## src/rtl/gc_sched_pkg.sv

```systemverilog
// ============================================================================
// gc_sched_pkg : shared types and truth-table constants for gc_gate_scheduler
// Revision     : 1.0 - initial release
// ============================================================================
`default_nettype none

package gc_sched_pkg;

    typedef enum logic [1:0] {
        IDLE  = 2'd0,
        RUN   = 2'd1,
        DRAIN = 2'd2
    } state_t;

    localparam logic [3:0] LOGIC_XOR  = 4'b0110;
    localparam logic [3:0] LOGIC_XNOR = 4'b1001;
    localparam logic [3:0] LOGIC_AND  = 4'b1000;

    // Linear gates are garbled for free and consume no table slot.
    function automatic logic is_free_logic(input logic [3:0] lg);
        return (lg == LOGIC_XOR) || (lg == LOGIC_XNOR);
    endfunction

endpackage

`default_nettype wire

```

## src/rtl/gc_gate_scheduler.sv

```systemverilog
// ============================================================================
// gc_gate_scheduler : walks netlist ROM gate IDs and issues one gate per cycle
//                     to the garbling engine over valid/ready.
// Build option      : FREE_XOR_EN - mark XOR/XNOR gates free (no table slot)
// Revision          : 1.0 - initial release
// ============================================================================
`default_nettype none

module gc_gate_scheduler
    import gc_sched_pkg::*;
#(
    parameter int S = 20
) (
    input  logic         clk,
    input  logic         rst,
    input  logic         start,
    input  logic [S-1:0] num_gates,
    output logic         busy,
    output logic         done,
    output logic [S-1:0] nl_gid,
    input  logic [S-1:0] nl_in0,
    input  logic [S-1:0] nl_in1,
    input  logic         nl_in0F,
    input  logic         nl_in1F,
    input  logic [3:0]   nl_g_logic,
    output logic         g_valid,
    input  logic         g_ready,
    output logic [S-1:0] g_gid,
    output logic [S-1:0] g_in0,
    output logic [S-1:0] g_in1,
    output logic         g_in0F,
    output logic         g_in1F,
    output logic [3:0]   g_logic,
    output logic         g_free,
    output logic [S-1:0] table_idx,
    output logic [S-1:0] tables_total
);

    localparam logic [S-1:0] c_one  = {{(S-1){1'b0}}, 1'b1};
    localparam logic [S-1:0] c_zero = '0;

    state_t       r_state;
    state_t       w_state_nxt;

    logic [S-1:0] r_num;
    logic [S-1:0] r_gid_cnt;
    logic [S-1:0] r_table_cnt;
    logic         r_done;
    logic         r_valid;
    logic [S-1:0] r_gid;
    logic [S-1:0] r_in0;
    logic [S-1:0] r_in1;
    logic         r_in0F;
    logic         r_in1F;
    logic [3:0]   r_logic;
    logic         r_free;
    logic [S-1:0] r_table_idx;

    logic         w_start_acc;
    logic         w_hs;
    logic         w_load;
    logic         w_last_load;
    logic         w_table_inc;
    logic [S-1:0] w_table_nxt;
    logic         w_rom_free;

`ifdef FREE_XOR_EN
    assign w_rom_free = is_free_logic(nl_g_logic);
`else
    assign w_rom_free = 1'b0;
`endif

    assign w_start_acc = (r_state == IDLE) && start;
    assign w_hs        = r_valid && g_ready;
    assign w_load      = (r_state == RUN) && (!r_valid || g_ready);
    assign w_last_load = w_load && (r_gid_cnt == (r_num - c_one));
    assign w_table_inc = w_hs && !r_free;
    // A gate loaded on the same edge its predecessor handshakes must see the bumped count.
    assign w_table_nxt = w_table_inc ? (r_table_cnt + c_one) : r_table_cnt;

    always_ff @(posedge clk or posedge rst) begin
        if (rst) begin
            r_state <= IDLE;
        end else begin
            r_state <= w_state_nxt;
        end
    end

    always_comb begin
        w_state_nxt = r_state;
        case (r_state)
            IDLE: begin
                if (start && (num_gates != c_zero)) begin
                    w_state_nxt = RUN;
                end
            end
            RUN: begin
                if (w_last_load) begin
                    w_state_nxt = DRAIN;
                end
            end
            DRAIN: begin
                if (w_hs) begin
                    w_state_nxt = IDLE;
                end
            end
            default: w_state_nxt = IDLE;
        endcase
    end

    always_comb begin
        busy   = (r_state == RUN) || (r_state == DRAIN);
        nl_gid = (r_state == RUN) ? r_gid_cnt : c_zero;
    end

    always_ff @(posedge clk or posedge rst) begin
        if (rst) begin
            r_num       <= '0;
            r_gid_cnt   <= '0;
            r_table_cnt <= '0;
            r_done      <= 1'b0;
        end else begin
            r_done <= (w_start_acc && (num_gates == c_zero))
                   || ((r_state == DRAIN) && w_hs);
            if (w_start_acc) begin
                r_num       <= num_gates;
                r_gid_cnt   <= '0;
                r_table_cnt <= '0;
            end else begin
                if (w_load) begin
                    r_gid_cnt <= r_gid_cnt + c_one;
                end
                r_table_cnt <= w_table_nxt;
            end
        end
    end

    always_ff @(posedge clk or posedge rst) begin
        if (rst) begin
            r_valid     <= 1'b0;
            r_gid       <= '0;
            r_in0       <= '0;
            r_in1       <= '0;
            r_in0F      <= 1'b0;
            r_in1F      <= 1'b0;
            r_logic     <= '0;
            r_free      <= 1'b0;
            r_table_idx <= '0;
        end else if (w_load) begin
            r_valid     <= 1'b1;
            r_gid       <= r_gid_cnt;
            r_in0       <= nl_in0;
            r_in1       <= nl_in1;
            r_in0F      <= nl_in0F;
            r_in1F      <= nl_in1F;
            r_logic     <= nl_g_logic;
            r_free      <= w_rom_free;
            r_table_idx <= w_table_nxt;
        end else if (w_hs) begin
            r_valid <= 1'b0;
        end
    end

    assign done         = r_done;
    assign g_valid      = r_valid;
    assign g_gid        = r_gid;
    assign g_in0        = r_in0;
    assign g_in1        = r_in1;
    assign g_in0F       = r_in0F;
    assign g_in1F       = r_in1F;
    assign g_logic      = r_logic;
    assign g_free       = r_free;
    assign table_idx    = r_table_idx;
    assign tables_total = r_table_cnt;

endmodule

`default_nettype wire

```

## config.mk

```make
export PLATFORM = sky130hd
export DESIGN_NAME = gc_gate_scheduler
export DESIGN_NICKNAME = d
export VERILOG_FILES = /design/src/rtl/gc_sched_pkg.sv /design/src/rtl/gc_gate_scheduler.sv
export SDC_FILE = /design/constraint.sdc
export NUM_CORES = 1
export LEC_CHECK = 0
export ABC_AREA = 1
export CORE_UTILIZATION = 24
export CTS_CLUSTER_DIAMETER = 120
export CTS_CLUSTER_SIZE = 30
export DETAILED_ROUTE_END_ITERATION = 8
export GPL_ROUTABILITY_DRIVEN = 0
export PLACE_DENSITY = 0.49
export SLEW_MARGIN = 10
export SYNTH_ARGS = -nofsm -noshare
export SYNTH_HDL_FRONTEND = slang
export SYNTH_SLANG_ARGS = --single-unit
```

## constraint.sdc

```tcl
create_clock -name clk -period 4.04 [get_ports clk]
set_input_delay 0.404 -clock clk [delete_from_list [all_inputs] [get_ports clk]]
set_output_delay 0.404 -clock clk [all_outputs]
set_load 0.005 [all_outputs]
```

# After elaboration in Yosys (flattened, before gate mapping)
# Index checks and enable logic that the tools add are counted.
# classes
n_mux	11
n_lt_le_gt_ge	0
bitwise	0
n_shift	0
div_mod_pow	0
mul	0
add_sub_neg	3
reduce_logical	17
eq_ne	6
# op_table
cell	count
20-bit 2-to-1 mux	5
20-bit by 1-bit adder with 20-bit output, second input constant	2
20-bit == test	1
20-bit logical NOT	1
20-bit nonzero test	1
20-bit by 1-bit subtractor with 20-bit output, second input constant	1
1-bit logical AND	7
2-bit 2-to-1 mux	3
2-bit case mux with 3 select lines	1
2-bit != test, second input constant	2
2-bit nonzero test	2
1-bit logical OR	3
3-bit AND reduction	1
2-bit by 1-bit == test with 1-bit output, second input constant	1
2-bit == test, second input constant	1
2-bit logical NOT	1
1-bit 2-to-1 mux	2
2-bit by 1-bit != test with 1-bit output, second input constant	1
1-bit logical NOT	1
# word_totals
mem_count	0
mem_bits_ro	0
latch_bits	0
register_bits	150
ramBits	0
wordCells	50

# Logic depth before layout (Yosys ltp)
# Gate-level depths: netlist of run 1.
# depth
word_depth	6
depth_mapped	16

# Worst setup path before layout of run 1
# OpenSTA, ideal clock, no wires.
# synth_timing
kind	register to register
start	register r_state[1]
end	register r_gid_cnt[19]
stages_incl_launch_ff	14
slack_ns	2.114
synth_period_minus_slack_ns	1.926
required_ns	3.919
arrival_ns	1.805
setup_time_ns	0.121
cell_sequence	dfrtp_1 inv_1 ha_1 nand2_1 inv_1 nand2_1 nor3_2 nand2_1 nor2_2 nand3_2 nor2_2 nand3_1 o21ai_1 a21oi_1
# synth_between
elab_chain_cells	3
word_cells_on_any_way	6
# synth_lines
element	line_no	rtl
start: declaration	gc_gate_scheduler.sv:42	state_t r_state;
start signal: assignment	gc_gate_scheduler.sv:85	r_state <= w_state_nxt;
2-bit by 1-bit == test with 1-bit output / 2-bit logical NOT (equally long branches)	gc_gate_scheduler.sv:75, gc_gate_scheduler.sv:73	
1-bit logical AND, on equally long branches	gc_gate_scheduler.sv:75, gc_gate_scheduler.sv:73	
2-bit nonzero test (no source line) / 20-bit 2-to-1 mux (equally long branches)	n/a	
end signal: assignment	gc_gate_scheduler.sv:131	r_gid_cnt <= r_gid_cnt + c_one;
end: declaration	gc_gate_scheduler.sv:46	logic [S-1:0] r_gid_cnt;
# Several ways; a longest one is shown, not always the timed one.
# A chain may end at the register's enable or synchronous reset.

# Final worst setup path of run 1
# layout_timing
start	register r_state[1]
end	register r_gid_cnt[16]
# The elaborated chain is that of the path after synthesis.

==> results of run 1 <==
per-layer routing:
layer	GRT usage, %	up-vias	part of all wire (%)
met5	0	-	0
met4	4.057	0	1.0
met3	2.406	14	3.7
met2	21.57	138	45
met1	19.66	2873	50
li1	-	3115	-
metrics by stage:
step | std cells | util [%] | hold WS (ns) | worst slack, ns | power, mW
after floorplan | 884 | - | 0.4530 | 1.747 | 3.413
after global placement | 1439 | 32.82 | 0.4530 | 1.205 | 4.462
after detailed placement | 1439 | 32.82 | 0.4580 | 1.177 | 4.470
after CTS | 1471 | 34.93 | 0.4751 | 1.401 | 6.203
after global routing | 1471 | 34.93 | 0.4934 | 1.170 | 6.565
final | 1471 | 34.93 | 0.4655 | 1.482 | 6.079
cells by family after synthesis:
group                    count (synthesis)  share of synthesized area [%]
AO/OA/AOI/OAI                           71                          5.213
AND/OR/NAND/NOR                        490                          28.60
XOR/XNOR                                43                          5.301
multiplexers                             1                         0.1409
flip-flops                             150                          52.84
other                                    1                        0.05278
adder cells (fa/ha/maj)                  7                          1.233
buffers and inverters                  121                          6.622
worst max-delay path, cell delays in order (launching register included):
cell,delay [ns]
dfrtp_1,0.40
inv_1,0.10
ha_1,0.19
inv_2,0.06
nor2_4,0.53
nand3_1,0.25
nor3_2,0.19
nand3_1,0.10
nor2_2,0.14
nand3_1,0.10
nor2_1,0.14
nand2_1,0.07
o21ai_1,0.12
nor2_1,0.06
state kept, by name, summed over array words and instances (netlist names):
| register | cells |
|---|---|
| r_state | 2 |
| g_logic | 4 |
| g_in1 | 20 |
| done | 1 |
| table_idx | 20 |
| r_gid_cnt | 20 |
| tables_total | 20 |
| g_gid | 20 |
| g_valid | 1 |
| g_in1F | 1 |
| r_num | 20 |
| g_in0 | 20 |
| g_in0F | 1 |
where the power goes:
group          total (mW)  switching (mW)  internal (mW)
clock                1.68           0.734          0.942
sequential           2.19           0.293           1.89
combinational        2.22            1.22          0.995
total                6.08            2.25           3.83
area by class of cell:
type	count	area share, %
Tap cell	384	4.754
Sequential cell	150	37.14
Inverter	86	3.256
Clock buffer	17	4.209
Timing Repair Buffer	206	20.33
Clock inverter	15	1.820
Multi-Input combinational cell	613	28.50
worst paths after layout:
| check | from | to | cells after the start |
|---|---|---|---|
| worst max register to register | r_state[1]$_DFFE_PP0P_ | r_gid_cnt[16]$_DFFE_PP0P_ | 13 |
| worst min register to register | g_logic[3]$_DFFE_PP0P_ | g_logic[3]$_DFFE_PP0P_ | 2 |
| worst max-delay path | r_state[1]$_DFFE_PP0P_ | r_gid_cnt[16]$_DFFE_PP0P_ | 13 |
| max in group asynchronous | rst | g_in1[19]$_DFFE_PP0P_ | 3 |
| min in group clk | g_logic[3]$_DFFE_PP0P_ | g_logic[3]$_DFFE_PP0P_ | 2 |
| worst min-delay path | rst | g_in0[17]$_DFFE_PP0P_ | 3 |
cells in the final DEF (no fill, tap or decap), types with 4 or more instances in the layout:
cell	n
clkdlybuf4s50_1	198
dfrtp_1	150
nor2_2	5
xor2_1	30
ha_1	7
inv_1	83
clkbuf_16	17
xnor2_1	13
o21ai_1	5
nand4_1	11
o21ai_0	50
a21oi_1	10
nor4_1	4
inv_6	7
nor3_1	15
nor2_1	75
nor2_4	4
buf_4	7
nand2_2	5
nand3_1	26
nand2_1	336
==> qor.csv, run 1 <==
stage,metric,value,unit
outcome,status,"complete, no violations",
power_and_ir_drop,peak supply drop,300.8,uV
timing,worst slew pin tran,0.9587,ns
timing,Final Cycle Share,63.31,%
logic_synthesis,Syn Std Cell Area,7104,um^2
clock_tree,Clock Latency Late Sink,0.42,ns
floorplanning,core area,28940,um^2
timing,fmax,391.0,MHz
placement,Area after DPL,9498,um^2
cells_and_area,nets,1151,
timing,Slew HR,36.09,%
timing,final hold vios,0,
grt,initial antenna violation count,0,
cells_and_area,ratio of cells with drive above 1 in the final layout,5.796,%
cells_and_area,area occupied by registers,3754,um^2
floorplanning,Die ar.,30290,um^2
clock_tree,postcts setup bufs,0,
floorplanning,Ports,200,
logic_synthesis,most common cell in the synthesized netlist,nand2_1,
clock_tree,CTS sink cnt,150,
job,Max Cap Violations,0,
power_and_ir_drop,PwrDens,601.5,nW/um^2
worst_setup_path,Crit. End Element,flop,
timing,post-route minimum period,2.558,ns
floorplanning,Die W,174.1,um
logic_synthesis,syn_nets,961,
grt,global route overflow,0,
route,Residual DRC,0,
worst_setup_path,crit start category,flop,
logic_synthesis,"top cells by area, synth","dfrtp_1 53%, nand2_1 18%, inv_1 4.4%",
floorplanning,# rows,62,
logic_synthesis,Synth top area share,52.84,%
clock_tree,Bufs on Longest Clock Path,2,
logic_synthesis,post-synth top area cell,dfrtp_1,
route,drt initial violations,374,
floorplanning,Die Ht,174.1,um
route,Post-DRT Antenna Nets,0,
logic_synthesis,top post-synthesis cells by count,"336 x nand2_1, 150 x dfrtp_1, 84 x inv_1",
route,WL final,20300,um
clock_tree,hold-fix buffers at CTS,0,
cells_and_area,Multi-input gate area,2880,um^2
cells_and_area,n_diodes,0,
clock_tree,TritonCTS Buffers,17,
logic_synthesis,ys flop type,dfrtp_1,
clock_tree,Clock transition at path regs,0.07,ns
worst_setup_path,Crit Path Class,flop to flop,
timing,# setup viols final,0,
logic_synthesis,Async SR Flop Fraction,100.0,%
grt,largest net degree at the start of global routing,151,
grt,first-pass GRT wire length,33100,um
timing,Clock Skews,0.01171,ns
min_path,Worst Hold Class,primary input to async pin,
grt,vias in the first global route,5976,
worst_setup_path,FF-to-FF setup slack,1.48,ns
logic_synthesis,#FFs+latches synth,150,
logic_synthesis,Post-synth EDFFs,0,
route,DRT Pass-1 Iters,5,
logic_synthesis,synth warn,0,
worst_setup_path,CP required,4.35,ns
cells_and_area,fillcell total,3051,
cells_and_area,cell area after layout,10110,um^2
route,Routed WL per cell,13.80,um
placement,DP HPWL,14430,um
logic_synthesis,"Avg Cell Area, Syn",8.037,um^2
grt,all-layer global routing usage,13.88,%
clock_tree,H-tree levels,4,
floorplanning,Starting Density,24.55,%
clock_tree,CTS tree,yes,
timing,RSZ-0062 raised after global routing,no,
cells_and_area,Layout area overhead,42.27,%
placement,port bufs,198,
logic_synthesis,Cells after Synth,884,
route,vias per std cell,4.174,
power_and_ir_drop,static leakage,4.718,nW
clock_tree,Root Driver,clkbuf_16,
clock_tree,cts repair resizes,0,
timing,Final Max Slew Viols,0,
route,total number of vias,6140,
worst_setup_path,CP max FO,25,
logic_synthesis,sequential area share after synthesis,52.84,%
worst_setup_path,Worst EP arrival,2.87,ns
timing,setup TNS,0,ns
logic_synthesis,post-synth cell types,34,
No activity file was read; power rests on OpenSTA's default activity.
==> inputs of run 2 (changes only) <==
==> constraint.sdc (replaced) <==
create_clock -name clk -period 2.35 [get_ports clk]
set_input_delay 0.235 -clock clk [delete_from_list [all_inputs] [get_ports clk]]
set_output_delay 0.235 -clock clk [all_outputs]
set_load 0.005 [all_outputs]
==> qor.csv, run 2 (same netlist as run 1, synthesis figures left out) <==
stage,metric,value,unit,change
worst_setup_path,CP max FO,21,,-16%
route,WL final,20500,um,+0.99%
cells_and_area,fillcell total,3038,,-0.43%
clock_tree,Clock transition at path regs,0.07,ns,about the same
placement,DP HPWL,14920,um,+3.4%
power_and_ir_drop,part of the power in registers,36.0,%,about the same
grt,initial antenna violation count,0,,unchanged
worst_setup_path,worst path cell trace,"inv_1, ha_4, buf_12, nand2_1, inv_1, clkdlybuf4s50_1",,
cells_and_area,ratio of cells with drive above 1 in the final layout,6.843,%,+1.0 points
clock_tree,Root Driver,clkbuf_16,,
worst_setup_path,Crit-path slowest cell,clkdlybuf4s50_1,,
cells_and_area,Layout area overhead,44.03,%,
route,Post-DRT Antenna Nets,0,,unchanged
floorplanning,Die W,174.1,um,unchanged
timing,fmax,451.5,MHz,
grt,global route overflow,0,,unchanged
power_and_ir_drop,static leakage,4.767,nW,+1.0%
floorplanning,Die Ht,174.1,um,unchanged
route,DRT Pass-1 Iters,5,,unchanged
clock_tree,H-tree levels,4,,unchanged
grt,vias in the first global route,6093,,+2.0%
route,total number of vias,6057,,-1.4%
timing,Final Max Slew Viols,0,,unchanged
power_and_ir_drop,Int Power,6.581,mW,+72%
floorplanning,Die ar.,30290,um^2,unchanged
route,met1 wire length,10320,um,+2.0%
power_and_ir_drop,peak supply drop,615.7,uV,+100%
timing,Final Cycle Share,94.26,%,
floorplanning,Ports,200,,unchanged
cells_and_area,Multi-input gate area,2900,um^2,+0.70%
grt,first-pass GRT wire length,33580,um,+1.5%
grt,largest net degree at the start of global routing,91,,-40%
worst_setup_path,Crit Path Class,flop to output port,,
timing,post-route minimum period,2.215,ns,
cells_and_area,area occupied by registers,3754,um^2,unchanged
power_and_ir_drop,Logic pwr share,37.3,%,+0.8 points
clock_tree,Clock Latency Late Sink,0.43,ns,about the same
route,met2 routed WL,9224,um,+0.12%
timing,# setup viols final,0,,unchanged
route,Routed WL per cell,13.85,um,+0.37%
timing,Clock Skews,0.01553,ns,+0.003816 ns
cells_and_area,"commonest non-fill, non-tap cells in the layout","335 x nand2_1, 198 x clkdlybuf4s50_1, 150 x dfrtp_1, 83 x inv_1, 75 x nor2_1",,
grt,all-layer global routing usage,14.08,%,+0.19 points
cells_and_area,n_diodes,0,,unchanged
clock_tree,CTS tree,yes,,
job,Max Cap Violations,0,,unchanged
worst_setup_path,Crit. End Element,output port,,
power_and_ir_drop,Sw Share,37.24,%,+0.25 points
timing,RSZ-0062 raised after global routing,no,,
power_and_ir_drop,Tot Pwr,10.49,mW,+72%
worst_setup_path,Crit path top cell by count,inv_1,,
route,drt initial violations,318,,-15%
floorplanning,Starting Density,24.55,%,unchanged
floorplanning,# rows,62,,unchanged
cells_and_area,nets,1160,,+0.78%
power_and_ir_drop,PwrDens,1025,nW/um^2,+70%
clock_tree,CTS sink cnt,150,,unchanged
route,Residual DRC,0,,unchanged
floorplanning,core area,28940,um^2,unchanged
worst_setup_path,"slowest stage delay, CP",0.50,ns,-0.03 ns
route,met3 routed WL,807,um,+7.0%
clock_tree,Bufs on Longest Clock Path,2,,unchanged
power_and_ir_drop,Switch Pwr,3.904,mW,+74%
worst_setup_path,crit start category,flop,,
clock_tree,TritonCTS Buffers,17,,unchanged
route,Top Metal Used,met4,,
cells_and_area,"most common cell after layout, fill and taps aside",nand2_1,,
min_path,Worst Hold Class,primary input to async pin,,
timing,minimum hold slack,0.2773,ns,-0.1881 ns
worst_setup_path,CP required,2.12,ns,-2.23 ns
timing,final hold vios,0,,unchanged
worst_setup_path,Worst EP arrival,1.98,ns,-0.89 ns
power_and_ir_drop,Clk pwr share,26.7,%,-0.9 points
placement,port bufs,198,,unchanged
clock_tree,hold-fix buffers at CTS,0,,unchanged
outcome,status,"complete, no violations",,
timing,setup TNS,0,ns,unchanged
route,vias per std cell,4.093,,-2.0%
==> run 2: cell types whose count changed in the layout (fill, tap and decap cells not counted), moves of 2 or more <==
cell | before | now
inv_8 | 3 | 5
inv_6 | 7 | 3
buf_4 | 7 | 13
clkinvlp_4 | 2 | 4
clkinv_8 | 1 | 3
buf_12 | 1 | 4
==> run 2: path summary, 6_finish.rpt <==
kind	startpoint	to	slack, ns	depth (start not counted)
setup / recovery	r_state[1]$_DFFE_PP0P_	nl_gid[2]	0.13	6
hold / removal	rst	g_gid[11]$_DFFE_PP0P_	0.28	3
setup reg to reg	r_num[0]$_DFFE_PP0P_	r_state[0]$_DFFE_PP0P_	0.28	14
hold reg to reg	g_in1[17]$_DFFE_PP0P_	g_in1[17]$_DFFE_PP0P_	0.47	2
max in group asynchronous	rst	g_in1[4]$_DFFE_PP0P_	1.61	3
min in group clk	nl_in1[8]	g_in1[8]$_DFFE_PP0P_	0.34	3
==> run 2: repair_timing <==
item	4_1_cts	5_1_grt
buffers inserted	0	0
endpoints found under the setup margin	6	23
resized for setup	1	7
cloned	0	0
pin swaps	0	1
==> run 2: cell type report <==
| cell class | count | area share, % |
|---|---|---|
| Clock buffer | 17 | 4.158 |
| Clock inverter | 15 | 1.798 |
| Inverter | 86 | 3.216 |
| Multi-Input combinational cell | 613 | 28.34 |
| Sequential cell | 150 | 36.68 |
| Tap cell | 384 | 4.696 |
| Timing Repair Buffer | 215 | 21.11 |
==> run 2: metrics by stage <==
step                cells  setup slack, ns  instance area (um^2)  util, %
finish               1480           0.1349                 10230    35.36
global route         1480          0.02227                 10230    35.36
CTS                  1480          0.01208                 10200    35.26
detailed placement   1448           0.1236                  9590    33.14
global placement     1448           0.1463                  9590    33.14
floorplan             884           0.2260                  7108        -
==> run 2: worst max-delay path, delay by kind of cell (launching register included) <==
family,cells,cell delay (ns)
buffers and inverters,4,0.87
DFF,1,0.40
and+or+nand+nor,1,0.11
adders and majority gates,1,0.18
==> run 2: power by group through the flow <==
| stage | registers (mW) | logic (mW) | clock network, mW |
|---|---|---|---|
| finish | 3.77 | 3.91 | 2.80 |
| global route | 3.88 | 4.46 | 3.02 |
| CTS | 3.77 | 3.96 | 2.91 |
| detailed placement | 3.81 | 3.93 | 0 |
| global placement | 3.80 | 3.92 | 0 |
| floorplan | 3.76 | 2.11 | 0 |
==> run 2: metal layers <==
metal,up-vias,track usage [%]
li1,3125,-
met1,2788,19.93
met2,138,21.90
met3,6,2.800
met4,0,3.436
met5,-,0
